File: config.mk
export PLATFORM = sky130hd
export DESIGN_NAME = mips_bus_interface
export DESIGN_NICKNAME = d
export VERILOG_FILES = /design/src/rtl/mips_bus_interface.sv
export SDC_FILE = /design/constraint.sdc
export NUM_CORES = 1
export LEC_CHECK = 0
export CAP_MARGIN = 20
export CORE_ASPECT_RATIO = 0.75
export CORE_MARGIN = 2
export CORE_UTILIZATION = 45
export CTS_BUF_LIST = sky130_fd_sc_hd__clkbuf_4 sky130_fd_sc_hd__clkbuf_8 sky130_fd_sc_hd__clkbuf_16
export DETAILED_ROUTE_END_ITERATION = 7
export PLACE_DENSITY = 0.86
export REMOVE_ABC_BUFFERS = 1
export SYNTH_ARGS = -nofsm -noshare
export SYNTH_HDL_FRONTEND = slang
export SYNTH_SLANG_ARGS = --single-unit
File: constraint.sdc
create_clock -name clk -period 3.45 [get_ports clk]
set_clock_uncertainty 0.2 [all_clocks]
set_input_delay 0.69 -clock clk [delete_from_list [all_inputs] [get_ports clk]]
set_output_delay 0.69 -clock clk [all_outputs]
set_load 0.01 [all_outputs]
File: src/rtl/mips_bus_interface.sv
// mips_bus_interface: arbitrates core fetch/data requests onto one Avalon master port.
// Define BUS_TIMEOUT_EN to abort accesses stalled for TIMEOUT_CYCLES waitrequest cycles.
module mips_bus_interface #(
   parameter int TIMEOUT_CYCLES = 64
) (
   input  logic        clk,
   input  logic        reset,
   input  logic        i_req,
   input  logic [31:0] i_addr,
   output logic        i_ready,
   output logic [31:0] i_rdata,
   input  logic        d_req,
   input  logic        d_we,
   input  logic [31:0] d_addr,
   input  logic [3:0]  d_be,
   input  logic [31:0] d_wdata,
   output logic        d_ready,
   output logic [31:0] d_rdata,
   output logic [31:0] address,
   output logic        read,
   output logic        write,
   input  logic        waitrequest,
   output logic [31:0] writedata,
   output logic [3:0]  byteenable,
   input  logic [31:0] readdata,
   output logic        busy,
   output logic        err
);
   typedef enum logic [1:0] {IDLE, FETCH, DATA, ABORT} state_t;
   state_t state, state_n;
   logic xfer, done, timeout, zero_wr;
   assign xfer    = state == FETCH || state == DATA;
   assign done    = xfer && !waitrequest;
   assign zero_wr = d_req && d_we && d_be == 4'b0000;
   assign busy    = state != IDLE;
`ifdef BUS_TIMEOUT_EN
   localparam int W = $clog2(TIMEOUT_CYCLES + 1);
   localparam logic [W-1:0] LAST = W'(TIMEOUT_CYCLES - 1);
   logic [W-1:0] cnt;
   assign timeout = xfer && waitrequest && cnt == LAST;
`else
   assign timeout = 1'b0;
   assign err     = 1'b0;
`endif
   always_comb begin
      state_n = state;
      unique case (state)
         IDLE:        state_n = d_req ? (zero_wr ? IDLE : DATA) : i_req ? FETCH : IDLE;
         FETCH, DATA: state_n = done ? IDLE : timeout ? ABORT : state;
         default:     state_n = IDLE;
      endcase
   end
   always_ff @(posedge clk) begin
      if (reset) begin
         state      <= IDLE;
         address    <= '0;
         writedata  <= '0;
         byteenable <= '0;
         read       <= 1'b0;
         write      <= 1'b0;
         i_ready    <= 1'b0;
         d_ready    <= 1'b0;
         i_rdata    <= '0;
         d_rdata    <= '0;
`ifdef BUS_TIMEOUT_EN
         cnt        <= '0;
         err        <= 1'b0;
`endif
      end else begin
         state   <= state_n;
         i_ready <= 1'b0;
         d_ready <= 1'b0;
         if (state == IDLE) begin
`ifdef BUS_TIMEOUT_EN
            cnt <= '0;
`endif
            if (d_req) begin
               // an all-lanes-off store completes without touching the bus
               d_ready <= zero_wr;
               if (!zero_wr) begin
                  address    <= d_addr & ~32'h3;
                  byteenable <= d_be;
                  writedata  <= d_wdata;
                  read       <= !d_we;
                  write      <= d_we;
               end
            end else if (i_req) begin
               address    <= i_addr & ~32'h3;
               byteenable <= 4'hf;
               read       <= 1'b1;
               write      <= 1'b0;
            end
         end else if (done) begin
            read    <= 1'b0;
            write   <= 1'b0;
            i_ready <= state == FETCH;
            d_ready <= state == DATA;
            if (state == FETCH) i_rdata <= readdata;
            else if (read) d_rdata <= readdata;
         end
`ifdef BUS_TIMEOUT_EN
         else if (timeout) begin
            read    <= 1'b0;
            write   <= 1'b0;
            err     <= 1'b1;
            i_ready <= state == FETCH;
            d_ready <= state == DATA;
            if (state == FETCH) i_rdata <= '0;
            else d_rdata <= '0;
         end else if (xfer) cnt <= cnt + 1'b1;
`endif
      end
   end
endmodule

Yosys cells after proc, flatten, opt, wreduce, memory -nomap -nowiden:

Cells that the tools add are included.

* register bits after elaboration: 138
* logic and storage cells: 61
* output and inout bits: 138
* input port bits: 138

* muxes and demuxes: 23
* bitwise gates (word level): 4
* reduce and logical (&&, ||, !) cells: 18
* eq/ne operators: 6

Operators by type and width (count)
* $mux W32: 3
* $mux W1: 13
* $mux W4: 3
* $reduce_and A3 Y1: 4
* $mux W2: 3
* $ne A3 B3 Y1 const B: 2
* $reduce_bool A2 Y1: 3
* $logic_not A4 Y1: 1
* $ne A2 B2 Y1 const B: 2
* $not A1 Y1: 4
* $pmux W2 S2: 1
* $reduce_and A4 Y1: 1
* $logic_and A1 B1 Y1: 3
* $reduce_or A3 Y1: 1
* $eq A2 B1 Y1 const B: 1
* $eq A2 B2 Y1 const B: 1
* $logic_not A1 Y1: 2
* $logic_not A2 Y1: 1
* $reduce_or A2 Y1: 1
* $logic_or A1 B1 Y1: 1

Depth between registers and ports, before layout:

Gate-level depths: netlist (run 1).

* depth in word-level cells: 5
* mapped depth: 8

Least setup slack after synthesis (run 1):

Ideal clock, no wire load.

* path kind: input-to-reg
* from: input port d_be[2]
* to: register address[10]
* stages on the path: 4
* path slack: 1.397 ns
* library setup time: 0.121 ns
* path buffers: 1
* data arrival time: 1.732 ns
* path through: nor4_4 > a31o_2 > buf_6 > mux2_2

* longest elaborated chain between the ends: 4

RTL lines
* start, declared: RTL line 15 `input logic [3:0] d_be,`
* $logic_not A4 Y1: RTL line 34 `assign zero_wr = d_req && d_we && d_be == 4'b0000;`
* $logic_and A1 B1 Y1: RTL line 34
* $ne A2 B2 Y1 (no line)
* $reduce_and A3 Y1 (no line)
* end signal, assigned: RTL line 81 `address <= d_addr & ~32'h3;`
* end signal, assigned: RTL line 88 `address <= i_addr & ~32'h3;`
* end, declared: RTL line 19 `output logic [31:0] address,`

No other way between the ends.
A chain may end at the register's enable or synchronous reset.

Worst setup path after layout (run 1):

* from: register state[0]
* to: output port busy

* longest elaborated chain between the ends: 1

RTL lines
* start, declared: RTL line 30 `state_t state, state_n;`
* start signal, assigned: RTL line 70 `state <= state_n;`
* $reduce_bool A2 Y1: RTL line 35 `assign busy = state != IDLE;`
* end, declared: RTL line 26 `output logic busy,`

No other way between the ends.

==> qor.txt, run 1 <==
Setup CP Type -> reg2out
Setup crit start kind -> register
hold depth -> 2
Vias per Instance -> 4.99
most frequent cells in the layout -> 266 x clkdlybuf4s50_1, 136 x dfxtp_1, 68 x nand2_1, 67 x a21oi_1, 66 x nand2b_1
compound-cell area share of the yosys netlist -> 0.0985
area grow syn2layout -> 55.8%
CTS Hold Buffers Added -> 0
post-CTS sizing -> 0
antenna violations before repair -> 1
fillers -> 977
Row Count -> 36
worst-skew pair later-pin latency -> 0.39 ns
syn_area_per_cell -> 9.14 um^2
status -> complete, no violations
largest net degree at the start of global routing -> 83
Buffers on Ports -> 268
clock sink count -> 136
Die ar. -> 14200 um^2
global-route wire length before repair -> 27200 um
FF-to-FF path depth -> 6
Tot GR Track Use -> 0.241
Pleak -> 0.00346 uW
Initial Utilization -> 0.459
Hold Path Class -> reg2reg
Synth Area in Adders -> 0.00630
worst vdd ir -> 0.000339 V
Post-CTS Setup Bufs -> 0
worst slew pin tran -> 0.600 ns
most common cell after layout, fill and taps aside -> clkdlybuf4s50_1
core box area -> 13000 um^2
ys async rst share -> 0
Yosys Warn Count -> 0
setup slack, reg-to-reg -> 1.15 ns
TritonCTS clock tree -> yes
Ports -> 276
post-synthesis mux area share -> 0.166
unrepaired setup endpoints after global routing -> false
CP arrival -> 1.86 ns
Crit. End Element -> output pin
final core utilization -> 0.716
root buffer cell -> clkbuf_16
Reg area -> 2720 um^2
RePlAce Congestion -> 0.770
Simple-Gate Fraction of Synth Area -> 0.216
Pins Over Slew Limit -> 0
Post-synth EDFFs -> 0
total wire length -> 17200 um
post-synthesis cell type count -> 34
PwrDens -> 444 nW/um^2
layout cells sized above 1 -> 0.0916
Yosys reg bits -> 136
relative slew slack -> 0.600
post-detail-place hpwl -> 12000 um
Final Cycle Share -> 0.797
CP Max Fanout -> 11
Post-Synth XOR/XNOR Area -> 0
Final Hold Viols -> 0
Initial DRC Count -> 201
Top FF cell, synth -> dfxtp_1
post-synthesis cell count -> 652
Hold WS -> 0.253 ns
Multi-input gate area -> 2940 um^2
Detail Route Antenna Nets -> 0
First-pass DRT Iterations -> 4
Clk pin slew, worst setup/hold paths -> 0.06 ns
synthesized cell area -> 5960 um^2
CTS Buffer Depth -> 2
# Max-Cap Violations -> 0
Critical Path RT -> 2.56 ns
DRC errors left -> 0
grt total ovfl -> 0
wire per inst -> 15.9 um
die height -> 104 um
H-tree Lvls -> 4
sequential fraction of the synthesis area -> 0.457
DIE WIDTH -> 137 um
Setup violations, final -> 0
Max Freq -> 0.364 GHz
Vias -> 5380
fin crit period -> 2.75 ns
largest family of logic cells by synthesized area -> simple AND/OR/NAND/NOR gates
Final #Nets -> 1035
Num CTS Buffers -> 17
vias in the first global route -> 5199
==> logic make-up (layout without fill, tap and decap cells) <==
logic type | after synthesis | count (layout)
simple gates | 246 | 246
flops | 136 | 136
compound gates | 111 | 111
mux | 92 | 92
buf+inv | 63 | 315
fa+ha+maj | 3 | 3
other cells | 1 | 4
==> report_power, final <==
part,internal [uW],switching (uW)
Combinational,422,303
Clock,1000,705
Sequential,1650,38.8
==> metal layers <==
metal / track usage / routed length [um]
met3: 0.109 / 1930
met4: 0.0479 / 104
met2: 0.416 / 8430
met5: 0 / 0
met1: 0.275 / 6710
==> state kept, by name, indices dropped and copies added (netlist names) <==
signal and flops:
address 30, byteenable 4, d_rdata 32, d_ready 1, i_rdata 32, i_ready 1, read 1, state 2
write 1, writedata 32
==> through the flow <==
stage	TNS, ns	total power (uW)	instances	area (um^2)	setup slack, ns
after detailed placement	0	2440	1045	8710	0.631
after CTS	0	4160	1076	9270	0.661
final	0	4120	1078	9280	0.702
after floorplan	-22.49	2010	595	5650	-0.616
after global routing	0	4290	1077	9280	0.572
after global placement	0	2430	1045	8710	0.646
==> synthesized netlist by cell type (2+ instances only) <==
cell type  instances  area, um^2
dfxtp_1          136        2720
nand2_1           68         255
a21oi_1           67         335
nand2b_1          66         413
mux2i_1           62         621
nor2_1            34         128
nand3_1           33         165
clkbuf_1          32         120
o21ai_0           32         160
nor2b_1           31         194
mux2_2            22         248
buf_2             13        65.1
mux2_4             8         120
buf_4              7        52.6
buf_6              7        78.8
inv_1              4        15.0
o21bai_1           4        30.0
a31o_2             3        26.3
ha_1               3        37.5
nor3b_1            3        22.5
nand4_1            2        12.5
nand4b_1           2        17.5
o31ai_1            2        15.0
==> critical path, stage by stage, from the launching register on <==
cell and delay [ns]:
dfxtp_1 0.35, inv_1 0.07, ha_1 0.35, inv_1 0.13, clkdlybuf4s50_1 0.56
==> final timing paths <==
check	endpoint	from
hold / removal	i_rdata[16]$_SDFFE_PP0P_	i_rdata[16]$_SDFFE_PP0P_
setup / recovery	busy	state[0]$_SDFFE_PP0P_
hold reg to reg	i_rdata[16]$_SDFFE_PP0P_	i_rdata[16]$_SDFFE_PP0P_
setup reg to reg	writedata[17]$_SDFFE_PP0P_	state[0]$_SDFFE_PP0P_
==> layout make-up <==
type,count,share of cell area
Clock inverter,13,0.0135
Clock buffer,18,0.0466
Antenna cell,1,0.000270
Tap cell,171,0.0230
Inverter,4,0.00162
Timing Repair Buffer,280,0.305
Multi-Input combinational cell,455,0.316
Sequential cell,136,0.293
Note: power is estimated with default switching activity, not from simulation.
==> run 2, diff against run 1 <==
Settings changed: CORE_UTILIZATION 45 to 42, PLACE_DENSITY 0.86 to 0.81.
Clock period 3.45 ns to 2.9 ns, I/O delays scaled along.
==> run 2 against run 1 <==
Sequential share of layout area fell by 0.39 points. Flip-flop and latch count did not move. Register-to-register slack lost 0.53 ns. Non-clock buffer count up 6. Total power is 26% higher. Wire length up 1.3%. Critical path depth stayed put. Cell count grew 0.93%. Sequential power increased by 19%. First-iteration DRC count up 31%. Via count shrank 0.15%. Cell area rose by 1.4%. Highest routed layer is now met5.
==> qor.txt, run 2 (synthesis results as in run 1) <==
status -> complete, no violations
worst vdd ir -> 0.000401 V
wire per inst -> 16.0 um
worst slew pin tran -> 0.566 ns
CP Max Fanout -> 7
Max Freq -> 0.389 GHz
Post-Place Cell Area -> 8780 um^2
PwrDens -> 552 nW/um^2
largest net degree at the start of global routing -> 90
unrepaired setup endpoints after global routing -> false
Num CTS Buffers -> 17
Top Registers -> d_rdata: 32 flops, i_rdata: 32 flops, writedata: 32 flops
DIE WIDTH -> 142 um
layout cells sized above 1 -> 0.0986
Critical-path top delay cell -> clkdlybuf4s50_1
Setup crit start kind -> register
final core utilization -> 0.682
Crit. End Element -> output pin
H-tree Lvls -> 4
die height -> 107 um
Setup violations, final -> 0
FF-to-FF path depth -> 6
Buf/Inv on CP -> 3
critical path's top delay family -> buffers and inverters
GRT met3 Usage -> 0.100
relative slew slack -> 0.622
Tot Pwr -> 5190 uW
GRT busiest layer -> met2
# Max-Cap Violations -> 0
most frequent cells in the layout -> 266 x clkdlybuf4s50_1, 136 x dfxtp_1, 68 x nand2_1, 67 x a21oi_1, 66 x nand2b_1
Vias per Instance -> 4.94
Final Hold Viols -> 0
Final Cycle Share -> 0.887
cell area after layout -> 9410 um^2
setup slack, reg-to-reg -> 0.62 ns
fin cells -> 1088
Setup CP Type -> reg2out
setup_tns -> 0 ns
Initial DRC Count -> 263
DRC errors left -> 0
CP arrival -> 1.79 ns
area grow syn2layout -> 57.9%
dpl cells -> 1056
CTS Hold Buffers Added -> 0
TritonCTS clock tree -> yes
grt total ovfl -> 0
clock sink count -> 136
reg2reg start -> state[0]$_SDFFE_PP0P_
CP Depth -> 4
# diodes -> 0
RePlAce Congestion -> 0.794
fin crit period -> 2.57 ns
worst-skew pair later-pin latency -> 0.40 ns
CP most frequent cell -> inv_1
worst-path cell chain -> inv_1 -> ha_1 -> inv_1 -> clkdlybuf4s50_1
root buffer cell -> clkbuf_16
Pleak -> 0.00353 uW
post-CTS sizing -> 0
Critical Path RT -> 2.12 ns
Ports -> 276
Buffers on Ports -> 268
most common cell after layout, fill and taps aside -> clkdlybuf4s50_1
fillers -> 1087
vias in the first global route -> 5304
Pins Over Slew Limit -> 0
FF-to-FF End -> writedata[22]$_SDFFE_PP0P_
met1 Track Usage GR -> 0.274
Hold Path Class -> reg2reg
Tot GR Track Use -> 0.229
Initial Utilization -> 0.432
First-pass DRT Iterations -> 4
Detail Route Antenna Nets -> 0
Final #Nets -> 1041
Clk pin slew, worst setup/hold paths -> 0.06 ns
global-route wire length before repair -> 27300 um
total wire length -> 17400 um
core box area -> 13800 um^2
antenna violations before repair -> 2
Die ar. -> 15200 um^2
CTS Buffer Depth -> 2
end point of the critical path -> busy
Row Count -> 37
Post-CTS Setup Bufs -> 0
Vias -> 5372
CP peak stage delay -> 0.56 ns
post-detail-place hpwl -> 12300 um
met2 Track Usage GR -> 0.379
crit path from -> state[0]$_SDFFE_PP0P_
[run 2: worst min-delay path by stage]
stage | start | to | cells past startpoint
final | i_rdata[13]$_SDFFE_PP0P_ | i_rdata[13]$_SDFFE_PP0P_ | 2
after global routing | i_rdata[7]$_SDFFE_PP0P_ | i_rdata[7]$_SDFFE_PP0P_ | 2
after floorplan | state[0]$_SDFFE_PP0P_ | state[0]$_SDFFE_PP0P_ | 2
after global placement | i_rdata[21]$_SDFFE_PP0P_ | i_rdata[21]$_SDFFE_PP0P_ | 2
after CTS | i_rdata[22]$_SDFFE_PP0P_ | i_rdata[22]$_SDFFE_PP0P_ | 2
after detailed placement | i_rdata[22]$_SDFFE_PP0P_ | i_rdata[22]$_SDFFE_PP0P_ | 2
[run 2: through the flow]
step / setup WS, ns / hold slack (ns)
floorplan: -1.07 / 0.255
global placement: 0.276 / 0.242
detailed placement: 0.223 / 0.245
CTS: 0.294 / 0.254
global route: 0.219 / 0.267
finish: 0.327 / 0.252
[run 2: where the power goes]
| part | internal (uW) | switching (uW) |
|---|---|---|
| registers | 1960 | 50.7 |
| clock network | 1460 | 844 |
| logic | 513 | 365 |
[run 2: layout make-up]
cell class                 instances  area (um^2)  area share
clock inverter                    14          199      0.0211
clock buffer                      18          433      0.0460
tap                              175          219      0.0233
multi-input combinational        455         2940       0.312
sequential                       136         2720       0.289
timing repair buffer             286         2890       0.307
inverter                           4         15.0     0.00160
[run 2: tightest hold or removal path, delay by kind of cell, from the launching register on]
family / cells / cell delay, ns
and+or+nand+nor: 1 / 0.05
DFF: 1 / 0.30
AOI/OAI and AO/OA: 1 / 0.05
[run 2: metal layers]
layer,vias up,wire length (um),share of wire
li1,2685,-,-
met1,2455,7110,0.41
met2,215,8300,0.48
met3,15,1800,0.10
met5,-,12,0.00069
met4,2,180,0.010
==> run 3, diff against run 2 <==
Settings changed: SETUP_SLACK_MARGIN set to 0.2, SLEW_MARGIN set to 10.
==> results of run 3 <==
Same layout as run 2: the final DEF is identical, and so are final timing and power.
